[config.mk]
export PLATFORM = sky130hd
export DESIGN_NAME = lsu_arbiter
export DESIGN_NICKNAME = d
export VERILOG_FILES = /design/src/rtl/lsu_arbiter.sv
export SDC_FILE = /design/constraint.sdc
export NUM_CORES = 1
export LEC_CHECK = 0
export CAP_MARGIN = 20
export CORE_ASPECT_RATIO = 1.75
export CORE_MARGIN = 5
export CORE_UTILIZATION = 36
export CTS_BUF_LIST = sky130_fd_sc_hd__clkbuf_16
export DETAILED_ROUTE_END_ITERATION = 6
export HOLD_SLACK_MARGIN = 0.05
export MAX_ROUTING_LAYER = met4
export PLACE_DENSITY = 0.78
export SYNTH_ARGS = -nofsm -noshare
export SYNTH_HDL_FRONTEND = slang
export SYNTH_HIERARCHICAL = 1
export SYNTH_SLANG_ARGS = --single-unit
[constraint.sdc]
create_clock -name clk -period 2.2 [get_ports clk]
set_input_delay 0.44 -clock clk [delete_from_list [all_inputs] [get_ports clk]]
set_output_delay 0.44 -clock clk [all_outputs]
set_load 0.01 [all_outputs]
[src/rtl/lsu_arbiter.sv]
// Two-master round-robin arbiter and burst sequencer in front of the single-port LSU.
// A granted burst is expanded into one word access per cycle; reads return one cycle later.

module lsu_arb_resp #(
    parameter int DATA_W = 32
) (
    input  logic              clk,
    input  logic              rst_n,
    input  logic              rd_beat,
    input  logic              last_beat,
    input  logic [DATA_W-1:0] r_data,
    output logic [DATA_W-1:0] rdata,
    output logic              rvalid,
    output logic              done
);
    always_ff @(posedge clk) begin
        if (!rst_n) begin
            rdata  <= '0;
            rvalid <= 1'b0;
            done   <= 1'b0;
        end else begin
            rvalid <= rd_beat;
            done   <= last_beat;
            if (rd_beat) rdata <= r_data;
        end
    end
endmodule

module lsu_arbiter #(
    parameter int ADDR_W = 16,
    parameter int DATA_W = 32,
    parameter int BLEN_W = 4
) (
    input  logic              clk,
    input  logic              rst_n,
    input  logic              m0_req,
    output logic              m0_gnt,
    input  logic [ADDR_W-1:0] m0_addr,
    input  logic              m0_wr_en,
    input  logic [3:0]        m0_bmask,
    input  logic [2:0]        m0_ld_sel,
    input  logic [BLEN_W-1:0] m0_blen,
    input  logic [DATA_W-1:0] m0_wdata,
    output logic              m0_beat,
    output logic [DATA_W-1:0] m0_rdata,
    output logic              m0_rvalid,
    output logic              m0_done,
    input  logic              m1_req,
    output logic              m1_gnt,
    input  logic [ADDR_W-1:0] m1_addr,
    input  logic              m1_wr_en,
    input  logic [3:0]        m1_bmask,
    input  logic [2:0]        m1_ld_sel,
    input  logic [BLEN_W-1:0] m1_blen,
    input  logic [DATA_W-1:0] m1_wdata,
    output logic              m1_beat,
    output logic [DATA_W-1:0] m1_rdata,
    output logic              m1_rvalid,
    output logic              m1_done,
    output logic [ADDR_W-1:0] lsu_addr,
    output logic [DATA_W-1:0] lsu_w_data,
    output logic              lsu_wr_en,
    output logic [3:0]        lsu_bmask,
    output logic [2:0]        lsu_ld_sel,
    input  logic [DATA_W-1:0] lsu_r_data
);
    localparam int NUM_M = 2;

    typedef struct packed {
        logic [ADDR_W-1:0] addr;
        logic              wr_en;
        logic [3:0]        bmask;
        logic [2:0]        ld_sel;
        logic [BLEN_W-1:0] blen;
    } burst_t;

    typedef enum logic {IDLE, BUSY} state_t;

    state_t                         state;
    logic                           rr_ptr;
    logic                           owner;
    logic [BLEN_W-1:0]              beat_cnt;
    burst_t                         cur;

    burst_t [NUM_M-1:0]             req_b;
    logic   [NUM_M-1:0][DATA_W-1:0] wdata;
    logic   [NUM_M-1:0]             req, gnt, beat;
    logic   [NUM_M-1:0][DATA_W-1:0] rdata_v;
    logic   [NUM_M-1:0]             rvalid_v, done_v;
    logic                           pick, active, last;

    assign req      = {m1_req, m0_req};
    assign wdata    = {m1_wdata, m0_wdata};
    assign req_b[0] = '{addr: m0_addr, wr_en: m0_wr_en, bmask: m0_bmask, ld_sel: m0_ld_sel, blen: m0_blen};
    assign req_b[1] = '{addr: m1_addr, wr_en: m1_wr_en, bmask: m1_bmask, ld_sel: m1_ld_sel, blen: m1_blen};

    // Preferred master wins unless it is not asking; the pointer then moves past the winner.
    always_comb begin
        pick = rr_ptr;
        if (!req[rr_ptr]) pick = ~rr_ptr;
    end

    // A low rst_n cancels the current cycle's beat so nothing is committed while resetting.
    assign active = (state == BUSY) && rst_n;
    assign last   = active && (beat_cnt == cur.blen);
    assign gnt    = ((state == IDLE) && (|req) && rst_n) ? NUM_M'(1) << pick : '0;
    assign beat   = active ? NUM_M'(1) << owner : '0;

    always_ff @(posedge clk) begin
        if (!rst_n) begin
            state    <= IDLE;
            rr_ptr   <= 1'b0;
            owner    <= 1'b0;
            beat_cnt <= '0;
            cur      <= '0;
        end else begin
            case (state)
                IDLE: if (|req) begin
                    owner    <= pick;
                    rr_ptr   <= ~pick;
                    cur      <= req_b[pick];
                    beat_cnt <= '0;
                    state    <= BUSY;
                end
                BUSY: begin
                    beat_cnt <= beat_cnt + 1'b1;
                    if (beat_cnt == cur.blen) state <= IDLE;
                end
                default: state <= IDLE;
            endcase
        end
    end

    always_comb begin
        lsu_addr   = '0;
        lsu_w_data = '0;
        lsu_wr_en  = 1'b0;
        lsu_bmask  = '0;
        lsu_ld_sel = '0;
        if (active) begin
            lsu_addr   = cur.addr + ADDR_W'({beat_cnt, 2'b00});
            lsu_w_data = wdata[owner];
            lsu_wr_en  = cur.wr_en;
            lsu_bmask  = cur.bmask;
            lsu_ld_sel = cur.ld_sel;
        end
    end

    for (genvar i = 0; i < NUM_M; i++) begin : g_resp
        lsu_arb_resp #(.DATA_W(DATA_W)) u_resp (
            .clk      (clk),
            .rst_n    (rst_n),
            .rd_beat  (beat[i] & ~cur.wr_en),
            .last_beat(beat[i] & last),
            .r_data   (lsu_r_data),
            .rdata    (rdata_v[i]),
            .rvalid   (rvalid_v[i]),
            .done     (done_v[i])
        );
    end

    assign m0_gnt    = gnt[0];
    assign m1_gnt    = gnt[1];
    assign m0_beat   = beat[0];
    assign m1_beat   = beat[1];
    assign m0_rdata  = rdata_v[0];
    assign m1_rdata  = rdata_v[1];
    assign m0_rvalid = rvalid_v[0];
    assign m1_rvalid = rvalid_v[1];
    assign m0_done   = done_v[0];
    assign m1_done   = done_v[1];
endmodule

==> impl_results.md <==
- Seq pwr share: 0.420
- Initial antenna violation count: 0
- Register area share after synthesis: 0.398
- Vias: 5,113
- Final worst slack: -0.393 ns
- F_max: 0.386 GHz
- Mapped Cells: 541
- Worst slew margin: 0.627
- PwrDens: 545 nW/µm²
- Ys Warns: 6
- Count of nets after finishing: 1,017
- Synth unique cells: 41
- Final setup violation count: 11
- Synth top area share: 0.398
- Failing checks: setup timing
- Dominant synthesized flop cell: dfxtp_1
- # rows: 58
- Global-route wire length before repair: 27.7 mm
- Antenna cell count: 0
- Crit path largest cell delay: 0.39 ns
- Antenna Nets Post-Route: 0
- Vias in the first global route: 5,408
- Status: finished with violations
- Yosys reg bits: 103
- Die height: 169 µm
- CTS tree: built
- IO Pins: 284
- H-tree depth: 3
- Sw power: 1.36 mW
- Largest net degree at the start of global routing: 59
- Floorplan core area: 14,300 µm²
- GRT overflow: 0
- Total design power: 4.87 mW
- Layout fillers: 1,148
- Die width: 101 µm
- Synth cell count leaders: mux2i_1, dfxtp_1, nor2_1
- Peak VDD IR: 360 µV
- Clk slew on worst S/H paths: 0.07 ns
- Pre-antenna DRT Iters: 4
- CP max stage cell: a2111o_1
- P_leak: 3.65 nW
- Buffers on Ports: 283
- RSZ-0062 raised after global routing: true
- Clk_skew: 0.0101 ns
- Top-count cell post-synth: mux2i_1
- Dpl hpwl: 14.2 mm
- Layout cells sized above 1: 0.155
- Clk buf depth: 2
- Post-route clock period utilization: 1.18
- GPL Wtd Cong: 0.846
- Final min period: 2.59 ns
- DRC: 0
- Ys async rst share: 0
- CP arrival: 2.15 ns
- Area grow syn2layout: 72.3%
- Worst-path cell chain: ha_4, inv_2, fa_2, nor2b_4, o21ai_4, a2111o_1, o21ai_2, buf_2
- CTS root buffer: clkbuf_16
- Largest cells by area after synthesis: dfxtp_1, mux2i_1, nor2b_1
- HP Class: register to register
- Pins Over Slew Limit: 0
- Yosys top cell by area: dfxtp_1
- Cts bufs inserted: 9
- Pre-CTS setup slack: -0.672 ns
- Worst slew pin tran: 0.560 ns
- CP Class: register to output port
- Dpl cells: 1,013
- Post-route insts no fill: 1,040
- Startpoint types: register
- Comb power frac: 0.259
- Starting density of the core: 0.363
- Vias/cell: 4.92
- Syn_area_per_cell: 9.59 µm²
- Avg WL per Cell: 17.3 µm
- Net Count, Synth: 703
- GRT Total Usage: 0.211
- Post-Route WL: 18.0 mm
- Worst skew pair latency: 0.35 ns
- WP data required: 1.76 ns
- Max-Cap Viols: 0
- Crit-path max FO: 7
- Clock network fraction of total power: 0.321
- Switching Share: 0.279
- CP Capture Type: output port
- Drt first-iter violations: 100
- Post-synth EDFFs: 0
- Cell Int Power: 3.51 mW
- TritonCTS Sinks: 103
- Hold Violations, Final: 0
- Mapped Area: 5190 µm²
- Die Area: 17,000 µm²
==> power by group through the flow <==
stage	Clock (mW)	Sequential (mW)	Combinational, mW
3_3_place_gp	0	2.08	1.20
5_1_grt	1.68	2.06	1.36
6_report	1.56	2.05	1.26
3_5_place_dp	0	2.09	1.23
2_1_floorplan	0	2.09	0.564
4_1_cts	1.61	2.05	1.26
==> registers in the layout, summed over array words and instances (netlist names) <==
name,cells
g_resp.u_resp/rdata,64
cur,28
beat_cnt,4
g_resp.u_resp/done,2
g_resp.u_resp/rvalid,2
owner,1
rr_ptr,1
state,1
==> layout by cell type (no fill, tap or decap), types with 5 or more instances in the layout <==
cell / count
dlygate4sd2_1: 20
xnor2_1: 5
a211oi_1: 29
dlymetal6s2s_1: 16
nor2_1: 71
clkdlybuf4s50_1: 233
dfxtp_1: 93
buf_12: 5
buf_2: 13
and3_1: 13
a21oi_2: 7
dfxtp_2: 9
inv_1: 8
and2_1: 5
clkbuf_16: 9
mux2i_1: 127
nand2_1: 11
a21oi_1: 5
nor2b_1: 64
buf_4: 50
==> layer usage <==
| metal | wire length, µm | vias to the layer above | global-route usage | part of all wire |
|---|---|---|---|---|
| met1 | 6740 | 2368 | 0.225 | 0.38 |
| met5 | 0 | - | - | 0 |
| li1 | - | 2493 | - | - |
| met4 | 850 | 0 | 0.103 | 0.047 |
| met2 | 9460 | 193 | 0.372 | 0.53 |
| met3 | 894 | 59 | 0.0338 | 0.050 |
==> cell families after synthesis <==
logic type,Yosys count,synth area share
flops,103,0.398
buf+inv,47,0.0610
simple gates,193,0.191
compound gates,58,0.0745
fa+ha+maj,6,0.0159
xor+xnor,6,0.0101
mux,128,0.249
==> what timing repair did <==
item                       CTS  global route
gates cloned                 1             0
resized for setup          113            29
setup endpoints to repair   49            28
pin swaps                   18             7
setup buffers                5             6
hold buffers                 0             0
==> worst max-delay path, delay by kind of cell, from the launching register on <==
kind	cells	cell delay (ns)
and+or+nand+nor	1	0.16
DFF	1	0.36
buffers and inverters	2	0.18
adders and majority gates	2	0.53
AOI/OAI and AO/OA	3	0.57
==> through the flow <==
step | TNS (ns) | hold slack (ns) | cell area (µm²) | utilization
2_1_floorplan | 0 | 0.474 | 5190 | -
3_3_place_gp | -5.05 | 0.484 | 8400 | 0.587
3_5_place_dp | -5.94 | 0.490 | 8400 | 0.587
4_1_cts | -2.70 | 0.500 | 8830 | 0.617
5_1_grt | -3.70 | 0.528 | 8930 | 0.625
6_report | -2.68 | 0.501 | 8930 | 0.625
==> area by class of cell <==
type,count,area (µm²),share of cell area
timing repair buffer,341,3320,0.371
multi-input combinational,391,2990,0.334
sequential,103,2080,0.232
clock buffer,9,225,0.0252
tap,180,225,0.0252
clock inverter,7,70.1,0.00784
inverter,9,33.8,0.00378
==> worst paths after layout <==
| path | end | startpoint | slack (ns) | depth (start not counted) |
|---|---|---|---|---|
| max | lsu_addr[8] | cur[14]$_SDFFE_PN0P_ | -0.39 | 8 |
| min | cur[7]$_SDFFE_PN0P_ | cur[7]$_SDFFE_PN0P_ | 0.50 | 2 |
| max reg2reg | g_resp[1].u_resp/rdata[31]$_SDFFE_PN0P_ | state$_SDFF_PN0_ | 0.35 | 9 |
| min reg2reg | cur[7]$_SDFFE_PN0P_ | cur[7]$_SDFFE_PN0P_ | 0.50 | 2 |
No activity file was read; power rests on OpenSTA's default activity.
